## config.mk

```make
export PLATFORM = sky130hd
export DESIGN_NAME = paddle_locator
export DESIGN_NICKNAME = d
export VERILOG_FILES = /design/src/rtl/paddle_pkg.sv /design/src/rtl/paddle_locator_seq_divider.sv /design/src/rtl/paddle_locator.sv
export SDC_FILE = /design/constraint.sdc
export NUM_CORES = 1
export LEC_CHECK = 0
export CAP_MARGIN = 10
export CORE_MARGIN = 3
export CORE_UTILIZATION = 51
export CTS_CLUSTER_SIZE = 40
export DETAILED_ROUTE_END_ITERATION = 12
export PLACE_DENSITY = 0.77
export SYNTH_ARGS = -nofsm -noshare
export SYNTH_HDL_FRONTEND = slang
export SYNTH_SLANG_ARGS = --single-unit
```

## constraint.sdc

```tcl
create_clock -name clk -period 5.5 [get_ports clk]
set_input_delay 1.1 -clock clk [delete_from_list [all_inputs] [get_ports clk]]
set_output_delay 1.1 -clock clk [all_outputs]
set_load 0.01 [all_outputs]
```

## src/rtl/paddle_pkg.sv

```systemverilog
// Shared types and width helpers for the paddle locator.
// The CENTROID_EN build uses loc_state_t DIVIDE and the seq_divider sub-module.
package paddle_pkg;

  // Box fields are stored wide enough for any practical raster, then narrowed at the ports.
  localparam int BOX_W = 16;

  typedef struct packed {
    logic [BOX_W-1:0] x_min;
    logic [BOX_W-1:0] x_max;
    logic [BOX_W-1:0] y_min;
    logic [BOX_W-1:0] y_max;
  } box_t;

  typedef enum logic [1:0] {
    ACCUM   = 2'd0,
    DIVIDE  = 2'd1,
    PUBLISH = 2'd2
  } loc_state_t;

  // Empty box: min at all-ones and max at zero, so the first hit sets all four edges.
  localparam box_t BOX_INIT = '{x_min: '1, x_max: '0, y_min: '1, y_max: '0};

  function automatic int calc_x_w(input int line_width);
    return $clog2(line_width);
  endfunction

  function automatic int calc_y_w(input int frame_height);
    return $clog2(frame_height);
  endfunction

  function automatic int calc_cnt_w(input int line_width, input int frame_height);
    return $clog2(line_width * frame_height + 1);
  endfunction

endpackage

```

## src/rtl/paddle_locator_seq_divider.sv

```systemverilog
// Unsigned restoring divider, one quotient bit per cycle over the low STEPS dividend bits.
// The upper dividend bits are preloaded as the remainder, so the quotient must fit in STEPS bits.
module seq_divider #(
  parameter int DW    = 16,
  parameter int VW    = 8,
  parameter int STEPS = 8
) (
  input  logic             clk,
  input  logic             reset,
  input  logic             start,
  input  logic [DW-1:0]    dividend,
  input  logic [VW-1:0]    divisor,
  output logic             busy,
  output logic             done,
  output logic [STEPS-1:0] quotient
);

  localparam int SW = $clog2(STEPS + 1);

  logic [VW-1:0]    rem_reg;
  logic [VW-1:0]    rem_next;
  logic [VW-1:0]    divisor_reg;
  logic [STEPS-1:0] quo_reg;
  logic [STEPS:0]   quo_shift;
  logic [SW-1:0]    step_reg;
  logic [VW:0]      trial;
  logic             take;

  // quo_reg shifts the unconsumed dividend bits out at the top and quotient bits in at the bottom.
  always_comb begin
    trial     = {rem_reg, quo_reg[STEPS-1]};
    take      = (trial >= {1'b0, divisor_reg});
    rem_next  = take ? VW'(trial - {1'b0, divisor_reg}) : VW'(trial);
    quo_shift = {quo_reg, take};
  end

  always_ff @(posedge clk or posedge reset) begin
    if (reset) begin
      rem_reg     <= '0;
      divisor_reg <= '0;
      quo_reg     <= '0;
      step_reg    <= '0;
      busy        <= 1'b0;
      done        <= 1'b0;
    end else begin
      done <= 1'b0;
      if (start) begin
        rem_reg     <= VW'(dividend >> STEPS);
        quo_reg     <= dividend[STEPS-1:0];
        divisor_reg <= divisor;
        step_reg    <= SW'(STEPS);
        busy        <= 1'b1;
      end else if (busy) begin
        rem_reg  <= rem_next;
        quo_reg  <= quo_shift[STEPS-1:0];
        step_reg <= step_reg - SW'(1);
        if (step_reg == SW'(1)) begin
          busy <= 1'b0;
          done <= 1'b1;
        end
      end
    end
  end

  assign quotient = quo_reg;

endmodule

```

## src/rtl/paddle_locator.sv

```systemverilog
// Tracks raster position, accumulates ROI edge hits and publishes one box per frame.
// Define CENTROID_EN to add hit centroid (sequential divide) and the overrun flag.
module paddle_locator
  import paddle_pkg::*;
#(
  parameter int LINE_WIDTH   = 640,
  parameter int FRAME_HEIGHT = 480,
  parameter int PIXEL_DEPTH  = 8,
  parameter int ROI_Y_MIN    = 400,
  parameter int ROI_Y_MAX    = 479,
  parameter int MIN_HITS     = 32,
  localparam int X_W   = calc_x_w(LINE_WIDTH),
  localparam int Y_W   = calc_y_w(FRAME_HEIGHT),
  localparam int CNT_W = calc_cnt_w(LINE_WIDTH, FRAME_HEIGHT)
) (
  input  logic                   clk,
  input  logic                   reset,
  input  logic                   valid_i,
  input  logic                   sof_i,
  input  logic [PIXEL_DEPTH-1:0] input_R,
  input  logic [PIXEL_DEPTH-1:0] input_G,
  input  logic [PIXEL_DEPTH-1:0] input_B,
  output logic                   box_valid_o,
  output logic                   found_o,
  output logic [X_W-1:0]         x_min_o,
  output logic [X_W-1:0]         x_max_o,
  output logic [Y_W-1:0]         y_min_o,
  output logic [Y_W-1:0]         y_max_o,
  output logic [CNT_W-1:0]       hit_count_o,
  output logic [X_W-1:0]         centroid_x_o,
  output logic [Y_W-1:0]         centroid_y_o,
  output logic                   overrun_o
);

  logic [X_W-1:0]   x_reg, x_cur;
  logic [Y_W-1:0]   y_reg, y_cur;
  box_t             box_reg, box_next;
  logic [CNT_W-1:0] cnt_reg, cnt_next;
  logic             is_edge, hit, frame_end;
  loc_state_t       state_reg;
  logic             publish_now;
  box_t             pub_box;
  logic [CNT_W-1:0] pub_cnt;
  logic             pub_found;

  // sof_i relabels the current pixel as (0,0) and restarts accumulation from empty.
  always_comb begin
    x_cur     = sof_i ? '0 : x_reg;
    y_cur     = sof_i ? '0 : y_reg;
    is_edge   = (&input_R) | (&input_G) | (&input_B);
    hit       = valid_i && is_edge && (int'(y_cur) >= ROI_Y_MIN) && (int'(y_cur) <= ROI_Y_MAX);
    frame_end = valid_i && (int'(x_cur) == LINE_WIDTH - 1) && (int'(y_cur) == FRAME_HEIGHT - 1);
    box_next  = sof_i ? BOX_INIT : box_reg;
    cnt_next  = sof_i ? '0 : cnt_reg;
    if (hit) begin
      if (BOX_W'(x_cur) < box_next.x_min) box_next.x_min = BOX_W'(x_cur);
      if (BOX_W'(x_cur) > box_next.x_max) box_next.x_max = BOX_W'(x_cur);
      if (BOX_W'(y_cur) < box_next.y_min) box_next.y_min = BOX_W'(y_cur);
      if (BOX_W'(y_cur) > box_next.y_max) box_next.y_max = BOX_W'(y_cur);
      if (cnt_next != '1) cnt_next = cnt_next + CNT_W'(1);
    end
  end

  // The frame_end pixel is folded into the snapshot, so clearing here leaves no bubble.
  always_ff @(posedge clk or posedge reset) begin
    if (reset) begin
      x_reg   <= '0;
      y_reg   <= '0;
      box_reg <= BOX_INIT;
      cnt_reg <= '0;
    end else if (valid_i) begin
      if (int'(x_cur) == LINE_WIDTH - 1) begin
        x_reg <= '0;
        y_reg <= (int'(y_cur) == FRAME_HEIGHT - 1) ? '0 : y_cur + Y_W'(1);
      end else begin
        x_reg <= x_cur + X_W'(1);
        y_reg <= y_cur;
      end
      if (frame_end) begin
        box_reg <= BOX_INIT;
        cnt_reg <= '0;
      end else begin
        box_reg <= box_next;
        cnt_reg <= cnt_next;
      end
    end
  end

`ifdef CENTROID_EN
  localparam int XS_W = X_W + CNT_W;
  localparam int YS_W = Y_W + CNT_W;

  logic [XS_W-1:0]  x_sum_reg, x_sum_next;
  logic [YS_W-1:0]  y_sum_reg, y_sum_next;
  box_t             snap_box_reg;
  logic [CNT_W-1:0] snap_cnt_reg;
  logic             div_start, div_x_busy, div_y_busy, div_x_done, div_y_done;
  logic [CNT_W-1:0] quo_x, quo_y;
  logic [X_W-1:0]   centroid_x_reg;
  logic [Y_W-1:0]   centroid_y_reg;
  logic             overrun_reg;

  always_comb begin
    x_sum_next = sof_i ? '0 : x_sum_reg;
    y_sum_next = sof_i ? '0 : y_sum_reg;
    if (hit) begin
      x_sum_next = x_sum_next + XS_W'(x_cur);
      y_sum_next = y_sum_next + YS_W'(y_cur);
    end
  end

  always_ff @(posedge clk or posedge reset) begin
    if (reset) begin
      x_sum_reg <= '0;
      y_sum_reg <= '0;
    end else if (valid_i) begin
      x_sum_reg <= frame_end ? '0 : x_sum_next;
      y_sum_reg <= frame_end ? '0 : y_sum_next;
    end
  end

  // A frame that ends while the divider is still working is dropped, not queued.
  assign div_start = frame_end && (state_reg != DIVIDE) && !div_x_busy && !div_y_busy;

  seq_divider #(.DW(XS_W), .VW(CNT_W), .STEPS(CNT_W)) u_div_x (
    .clk      (clk),
    .reset    (reset),
    .start    (div_start),
    .dividend (x_sum_next),
    .divisor  (cnt_next),
    .busy     (div_x_busy),
    .done     (div_x_done),
    .quotient (quo_x)
  );

  seq_divider #(.DW(YS_W), .VW(CNT_W), .STEPS(CNT_W)) u_div_y (
    .clk      (clk),
    .reset    (reset),
    .start    (div_start),
    .dividend (y_sum_next),
    .divisor  (cnt_next),
    .busy     (div_y_busy),
    .done     (div_y_done),
    .quotient (quo_y)
  );

  always_ff @(posedge clk or posedge reset) begin
    if (reset) begin
      snap_box_reg   <= BOX_INIT;
      snap_cnt_reg   <= '0;
      centroid_x_reg <= '0;
      centroid_y_reg <= '0;
      overrun_reg    <= 1'b0;
    end else begin
      if (div_start) begin
        snap_box_reg <= box_next;
        snap_cnt_reg <= cnt_next;
      end else if (frame_end) begin
        overrun_reg <= 1'b1;
      end
      if (publish_now) begin
        centroid_x_reg <= (snap_cnt_reg == '0) ? '0 : X_W'(quo_x);
        centroid_y_reg <= (snap_cnt_reg == '0) ? '0 : Y_W'(quo_y);
      end
    end
  end

  assign publish_now  = (state_reg == DIVIDE) && div_x_done && div_y_done;
  assign pub_box      = snap_box_reg;
  assign pub_cnt      = snap_cnt_reg;
  assign centroid_x_o = centroid_x_reg;
  assign centroid_y_o = centroid_y_reg;
  assign overrun_o    = overrun_reg;
`else
  assign publish_now  = frame_end;
  assign pub_box      = box_next;
  assign pub_cnt      = cnt_next;
  assign centroid_x_o = '0;
  assign centroid_y_o = '0;
  assign overrun_o    = 1'b0;
`endif

  assign pub_found = (int'(pub_cnt) >= MIN_HITS);

  // Box edges only move for a found frame that actually had hits; the count always updates.
  always_ff @(posedge clk or posedge reset) begin
    if (reset) begin
      state_reg   <= ACCUM;
      box_valid_o <= 1'b0;
      found_o     <= 1'b0;
      x_min_o     <= '0;
      x_max_o     <= '0;
      y_min_o     <= '0;
      y_max_o     <= '0;
      hit_count_o <= '0;
    end else begin
      box_valid_o <= 1'b0;
      case (state_reg)
        DIVIDE: state_reg <= publish_now ? PUBLISH : DIVIDE;
        default: begin
`ifdef CENTROID_EN
          state_reg <= div_start ? DIVIDE : ACCUM;
`else
          state_reg <= frame_end ? PUBLISH : ACCUM;
`endif
        end
      endcase
      if (publish_now) begin
        box_valid_o <= 1'b1;
        found_o     <= pub_found;
        hit_count_o <= pub_cnt;
        if (pub_found && (pub_cnt != '0)) begin
          x_min_o <= X_W'(pub_box.x_min);
          x_max_o <= X_W'(pub_box.x_max);
          y_min_o <= Y_W'(pub_box.y_min);
          y_max_o <= Y_W'(pub_box.y_max);
        end
      end
    end
  end

endmodule

```

==> flow_metrics.py, run 1 <==
metrics = {
    "sta": {
        "tns_ns": 0,
        "fmax_mhz": 211,
        "period_needed_ns": 4.74,
        "finalCritPeriodShare_pct": 86.2,
        "worst_pin_slew_ns": 0.903,
        "skew_ns": 0.0101,
        "maxSlewHeadroom_pct": 38.3,
        "setup_viol": 0,
        "rsz0062_at_grt": "no",
        "maxSlewViolCount": 0,
        "final-hold-violation-count": 0,
    },
    "run_status": {
        "status": "finished, final reports clean",
    },
    "clock_network": {
        "cts.repair.resized": 0,
        "holdBufCountCts": 0,
        "clk_pin_slew_ns": 0.06,
        "cts_tree": "done",
        "cts_root_buf": "clkbuf_16",
        "htree_levels": 4,
        "cts.sinks": 161,
        "clockBufferDepth": 2,
        "numCtsBuffers": 17,
        "clkLatencyLatePin_ns": 0.44,
        "post-cts-setup-buffer-count": 0,
    },
    "die": {
        "core_um2": 16600,
        "die_area_um2": 18700,
        "die-width_um": 137,
        "io_pins": 107,
        "core.rowCount": 47,
        "initial_core_util_pct": 52.4,
        "fp.dieH_um": 137,
    },
    "global_routing": {
        "track_usage_pct": 23.6,
        "grt_pass1_wl_mm": 34.9,
        "grt_start_max_net_pins": 82,
        "grt_pass1_vias": 6865,
        "antenna_found_initial": 0,
        "grt_overflow": 0,
    },
    "drt": {
        "drt-pass1-iter-count": 6,
        "vias_per_cell": 5.83,
        "wl_per_cell_um": 17.6,
        "drc": 0,
        "drtIter0Drc": 574,
        "num_vias": 6966,
        "finalWirelength_mm": 21.0,
        "final_antenna_net_count": 0,
    },
    "finish": {
        "finalNetCount": 1023,
        "fill_cells": 1378,
        "stdcell_count": 1195,
        "utilization_pct": 62.3,
        "diodes": 0,
        "layout-drive-gt1-share_pct": 15.0,
        "seqCellArea_um2": 4070,
        "multi_input_area_um2": 4240,
        "area_growth_pct": 18.9,
        "largest_reg_flops": 64,
    },
    "logic_synthesis": {
        "netlist.area_leader.share_pct": 37.0,
        "yosys-top-cells-area": "dfrtp_1 (37%), dfstp_2 (9.6%), ha_1 (4.7%), mux2_2 (4.5%), nand2_1 (4.5%)",
        "synthDistinctLibCells": 67,
        "synth_area_um2": 8720,
        "postSynthCellCount": 881,
        "syn_area_per_cell_um2": 9.89,
        "yosysSeqAreaShare_pct": 46.7,
        "ys_ff_latch": 161,
        "synth_warnings": 0,
        "ys.flop_type": "dfrtp_1",
        "ys_async_sr_fraction_pct": 100,
        "synth-edff-count": 0,
        "synth_top_area_cell": "dfrtp_1",
    },
    "worst_setup_path": {
        "slowest_stage": "a21boi_4",
        "worstSetupStartpoint": "sof_i",
        "rr_endpoint": "x_max_o[3]$_DFFE_PP0P_",
        "cp.arrival_ns": 5.06,
        "r2r_start": "cnt_reg[0]$_DFFE_PP0P_",
        "crit_path_start_kind": "input pin",
        "end_kind": "flip-flop",
        "max_stage_delay_ns": 0.61,
        "reg2reg_setup_slack_ns": 1.27,
        "r2r_cells": 11,
        "crit_fanout": 22,
        "criticalPathCategory": "in -> reg",
        "worstPathRequired_ns": 5.82,
        "cpMostUsedCell": "inv_1",
        "path_cells": "buf_2 > inv_1 > nand2_1 > inv_1 > ha_1 > and3_1 > and4_1 > nand4_1 > or3_1 > nor2_1 > a21boi_4 > buf_4 > mux2_2",
    },
    "place": {
        "dp_hpwl_mm": 14.4,
        "io_buffers": 86,
        "dp_cells": 1163,
        "place_congestion": 0.951,
    },
    "min_path": {
        "hp-start": "box_reg[27]$_DFFE_PP1P_",
        "hold_path_depth": 2,
        "holdPathEnd": "box_reg[27]$_DFFE_PP1P_",
        "hp-class": "reg -> reg",
    },
    "pwr": {
        "leakagePower_nw": 4.68,
        "ir_worst_vdd_v": 0.000225,
        "powerDensity_nw_per_um2": 249,
    },
    "flow_run": {
        "drv_cap": 0,
    },
}
-- metal layers --
layer  track usage [%]  vias to the layer above  routed length (µm)
met4              8.79                        0                 457
li1                  -                     3280                   -
met2              36.7                      256                9860
met1              32.7                     3392                9430
met5                 0                        -                   0
met3              5.00                       38                1290
-- cell families (layout without fill, tap and decap cells) --
logic type / after synthesis / count (layout) / synth area share, %
buffers and inverters: 106 / 181 / 5.76
other: 1 / 20 / 0.0430
DFF: 161 / 161 / 46.7
muxes: 64 / 64 / 8.43
AOI/OAI and AO/OA: 196 / 196 / 15.6
xor gates and xnor gates: 12 / 12 / 1.21
adders and majority gates: 34 / 34 / 4.85
and+or+nand+nor: 307 / 307 / 17.4
-- through the flow --
stage	hold WS, ns	total power (W)	cell area [µm²]	setup WS, ns
5_1_grt	0.484	0.00266	10400	0.518
3_3_place_gp	0.444	0.00141	9770	0.429
6_report	0.473	0.00258	10400	0.762
3_5_place_dp	0.463	0.00141	9770	0.387
4_1_cts	0.474	0.00259	10400	0.794
2_1_floorplan	0.436	0.00136	8790	0.105
-- report_power, final --
| group | internal, W | switching (W) | leakage [nW] |
|---|---|---|---|
| sequential | 0.00120 | 0.0000184 | 2.13 |
| combinational | 0.0000611 | 0.000120 | 2.27 |
| clock | 0.000686 | 0.000495 | 0.285 |
| total | 0.00194 | 0.000633 | 4.68 |
-- layout make-up --
cell class,instances,area share [%]
Clock inverter,10,0.978
Tap cell,220,2.66
Sequential cell,161,39.3
Multi-Input combinational cell,633,40.9
Inverter,39,1.46
Timing Repair Buffer,110,9.99
Clock buffer,22,4.77
-- cell usage after synthesis, types with 3 or more instances --
cell type / n
nor2b_1: 15
mux2_4: 10
a21o_1: 8
dfstp_2: 32
nor4_1: 7
or3_1: 4
a41oi_1: 3
nand4_1: 15
buf_6: 3
o21ai_0: 45
ha_1: 33
a31oi_1: 6
a32o_1: 3
o22ai_1: 10
nand2_1: 104
or4_1: 4
o2bb2ai_1: 7
or2_2: 3
buf_2: 5
buf_1: 7
nand3_1: 21
a311oi_1: 4
mux2_2: 35
buf_4: 20
a22o_1: 17
o22a_1: 14
o21a_1: 14
nand2b_1: 10
o41ai_1: 3
nor2_1: 68
clkbuf_1: 32
o31ai_1: 7
nor3_1: 12
and2_1: 20
dfrtp_1: 129
and3_1: 11
xnor2_1: 12
inv_1: 39
a21oi_1: 29
mux2i_1: 19
-- worst max-delay path by stage --
stage,to,slack (ns),cells after the start
global placement,x_max_o[3]$_DFFE_PP0P_,0.43,12
floorplan,box_reg[0]$_DFFE_PP0P_,0.10,1
CTS,x_max_o[9]$_DFFE_PP0P_,0.79,13
detailed placement,x_max_o[9]$_DFFE_PP0P_,0.39,13
finish,x_max_o[9]$_DFFE_PP0P_,0.76,13
global route,x_max_o[3]$_DFFE_PP0P_,0.52,12
-- cells in the final DEF, fill, tap and decap left out, types with 29 or more instances in the layout --
| master | instances |
|---|---|
| inv_1 | 38 |
| ha_1 | 33 |
| clkdlybuf4s50_1 | 85 |
| mux2_2 | 35 |
| nand2_1 | 104 |
| o21ai_0 | 44 |
| dfstp_2 | 32 |
| dfrtp_1 | 129 |
| a21oi_1 | 29 |
| nor2_1 | 68 |
-- critical path, delay by kind of cell --
| kind | cells | cell delay [ns] |
|---|---|---|
| compound gates | 1 | 0.61 |
| fa+ha+maj | 1 | 0.21 |
| buf+inv | 4 | 1.00 |
| mux | 1 | 0.39 |
| simple gates | 6 | 1.72 |
Power figures use the tool's default switching activity.
==> run 2: changes to the inputs <==
--- a/config.mk
+++ b/config.mk
@@ -5,12 +5,13 @@
 export SDC_FILE = /design/constraint.sdc
 export NUM_CORES = 1
 export LEC_CHECK = 0
+export ABC_AREA = 1
 export CAP_MARGIN = 10
 export CORE_MARGIN = 3
-export CORE_UTILIZATION = 51
+export CORE_UTILIZATION = 52
 export CTS_CLUSTER_SIZE = 40
 export DETAILED_ROUTE_END_ITERATION = 12
-export PLACE_DENSITY = 0.77
+export PLACE_DENSITY = 0.78
 export SYNTH_ARGS = -nofsm -noshare
 export SYNTH_HDL_FRONTEND = slang
 export SYNTH_SLANG_ARGS = --single-unit
==> run 2 against run 1 <==
  * Critical path depth increased by 2
  * Combinational power decreased by 22%
  * Clock power increased by 7%
  * Fmax increased by 19%
  * Hold slack got worse by 0.0014 ns
  * Non-clock buffer count decreased by 6
  * Register-to-register slack improved by 0.94 ns
  * Sequential share of layout area decreased by 2.6 points
  * Setup slack improved by 0.76 ns
  * Largest cell class unchanged
  * Largest power group is now the clock network
  * Highest routed layer unchanged
==> flow_metrics.py, run 2 <==
metrics = {
    "finish": {
        "fill_cells": 1581,
        "area_growth_pct": 15.6,
        "diodes": 0,
        "mostFrequentLayoutCells": "nand2_1 (387), inv_1 (159), dfrtp_1 (129)",
        "finalNetCount": 1441,
        "design_area_um2": 11100,
        "layout_commonest_cell": "nand2_1",
        "layout-drive-gt1-share_pct": 8.18,
        "largest_reg_flops": 64,
    },
    "logic_synthesis": {
        "yosysSeqAreaShare_pct": 42.3,
        "synthDistinctLibCells": 46,
        "ys_ff_latch": 161,
        "synth_warnings": 0,
        "ys.flop_type": "dfrtp_1",
        "synth.most_common_cell": "nand2_1",
        "yosys-top-cells-area": "dfrtp_1 (34%), nand2_1 (15%), dfstp_2 (8.7%), inv_1 (6.2%), nand3_1 (6.1%)",
        "syn_area_per_cell_um2": 7.28,
        "netlist.area_leader.share_pct": 33.6,
        "postSynthCellCount": 1320,
        "synth_top_area_cell": "dfrtp_1",
        "synthTopCellsByCount": "nand2_1 (387), inv_1 (160), dfrtp_1 (129), nand3_1 (117), nor2_1 (117)",
        "synth-edff-count": 0,
        "ys_async_sr_fraction_pct": 100,
        "synth_area_um2": 9610,
    },
    "clock_network": {
        "holdBufCountCts": 0,
        "clockBufferDepth": 2,
        "clkLatencyLatePin_ns": 0.44,
        "cts_root_buf": "clkbuf_16",
        "numCtsBuffers": 17,
        "post-cts-setup-buffer-count": 0,
        "clk_pin_slew_ns": 0.07,
        "cts.sinks": 161,
        "cts_tree": "done",
        "htree_levels": 4,
        "cts.repair.resized": 0,
    },
    "sta": {
        "final-hold-violation-count": 0,
        "finalCritPeriodShare_pct": 72.3,
        "maxSlewViolCount": 0,
        "skew_ns": 0.00948,
        "setup_viol": 0,
        "maxSlewHeadroom_pct": 35.2,
        "worst_pin_slew_ns": 0.972,
        "period_needed_ns": 3.98,
        "tns_ns": 0,
        "rsz0062_at_grt": "no",
        "fmax_mhz": 251,
    },
    "worst_setup_path": {
        "crit_path_start_kind": "input pin",
        "end_kind": "flip-flop",
        "worstPathRequired_ns": 5.87,
        "criticalPathCategory": "in -> reg",
        "crit_fanout": 67,
        "cp.arrival_ns": 4.35,
    },
    "pwr": {
        "powerDensity_nw_per_um2": 235,
        "ir_worst_vdd_v": 0.000228,
        "leakagePower_nw": 5.24,
    },
    "die": {
        "die_area_um2": 20200,
        "io_pins": 107,
        "fp.dieH_um": 142,
        "core.rowCount": 49,
        "die-width_um": 142,
        "initial_core_util_pct": 53.2,
        "core_um2": 18100,
    },
    "drt": {
        "wl_per_cell_um": 14.8,
        "final_antenna_net_count": 0,
        "vias_per_cell": 5.39,
        "drt-pass1-iter-count": 7,
        "wl_met2_mm": 11.1,
        "finalWirelength_mm": 24.0,
        "highest_layer": "met4",
        "num_vias": 8750,
        "drc": 0,
        "drtIter0Drc": 813,
        "wl_met1_mm": 10.8,
        "met3_length_mm": 1.56,
    },
    "global_routing": {
        "antenna_found_initial": 0,
        "track_usage_pct": 24.5,
        "grt_start_max_net_pins": 107,
        "grt_pass1_wl_mm": 40.4,
        "grt_pass1_vias": 8380,
        "grt_overflow": 0,
    },
    "place": {
        "dp_hpwl_mm": 16.1,
        "dpl_cell_area_um2": 10500,
        "place_congestion": 0.946,
        "io_buffers": 86,
    },
    "flow_run": {
        "drv_cap": 0,
    },
    "min_path": {
        "hp-class": "reg -> reg",
    },
    "run_status": {
        "status": "finished, final reports clean",
    },
}
==> run 2: changes by cell type after synthesis, sizes merged, moves of 15 or more <==
| cell | before | now |
|---|---|---|
| buf | 35 | 57 |
| and2 | 20 | 1 |
| nor2b | 15 | 0 |
| nand2 | 104 | 388 |
| nand3 | 21 | 121 |
| inv | 39 | 164 |
| mux2 | 45 | 0 |
| a22o | 17 | 2 |
| mux2i | 19 | 0 |
| nor2 | 68 | 129 |
| o21ai | 47 | 111 |
==> run 2: critical path: stages <==
cell and delay [ns]:
buf_2 0.16, buf_4 0.59, nor2_1 0.30, nand3_1 0.20, inv_1 0.09, nor2_4 0.31
nand4_1 0.13, nand2_1 0.14, nand2_1 0.06, nor2_1 0.30, nand2_1 0.12, o21bai_2 0.12
buf_4 0.41, nand2_1 0.12, nand2_1 0.09
==> run 2: through the flow <==
step / util [%] / hold slack (ns) / instances / worst slack (ns) / total power, W
after floorplan: - / 0.448 / 1339 / 0.105 / 0.00134
after global placement: 58.0 / 0.455 / 1590 / 1.22 / 0.00137
after detailed placement: 58.0 / 0.457 / 1590 / 1.16 / 0.00137
after CTS: 61.4 / 0.474 / 1622 / 1.56 / 0.00263
after global routing: 61.4 / 0.490 / 1622 / 1.26 / 0.00270
final: 61.4 / 0.472 / 1622 / 1.52 / 0.00261
==> run 2: final cells by class <==
cell class                 instances  area [µm²]  share of cell area (%)
clock inverter                    13         174                    1.57
timing repair buffer             104         986                    8.87
sequential                       161        4070                    36.6
tap                              229         287                    2.58
inverter                         166         631                    5.68
multi-input combinational        930        4510                    40.6
clock buffer                      19         453                    4.08
==> run 2: layer usage <==
metal / vias to the layer above / global-route usage, %
met5: - / 0
met4: 0 / 8.23
met3: 55 / 3.83
met2: 300 / 40.1
met1: 4074 / 33.7
li1: 4321 / -
==> run 2: cell families after synthesis <==
group | after synthesis | share of synthesized area, %
buffers and inverters | 248 | 11.5
other | 1 | 0.0390
adders and majority gates | 33 | 4.30
DFF | 161 | 42.3
xor gates and xnor gates | 12 | 1.09
and+or+nand+nor | 690 | 30.6
AOI/OAI and AO/OA | 175 | 10.1
==> run 2: where the power goes <==
part | switching [W] | total (W) | internal, W | leakage [nW]
logic | 0.000101 | 0.000141 | 0.0000397 | 2.80
registers | 0.00000627 | 0.00121 | 0.00121 | 2.14
clock network | 0.000514 | 0.00126 | 0.000748 | 0.303
total | 0.000622 | 0.00261 | 0.00199 | 5.24
==> run 2: path summary, 6_finish.rpt <==
check	from	slack [ns]	cells after the start	to
min in group asynchronous	reset	1.25	2	box_reg[11]$_DFFE_PP0P_
worst max register to register	cnt_reg[0]$_DFFE_PP0P_	2.21	18	y_min_o[8]$_DFFE_PP0P_
worst min register to register	x_min_o[2]$_DFFE_PP0P_	0.47	2	x_min_o[2]$_DFFE_PP0P_
max in group asynchronous	reset	3.24	3	box_reg[17]$_DFFE_PP1P_
worst max-delay path	sof_i	1.52	15	y_min_o[7]$_DFFE_PP0P_
worst min-delay path	x_min_o[2]$_DFFE_PP0P_	0.47	2	x_min_o[2]$_DFFE_PP0P_
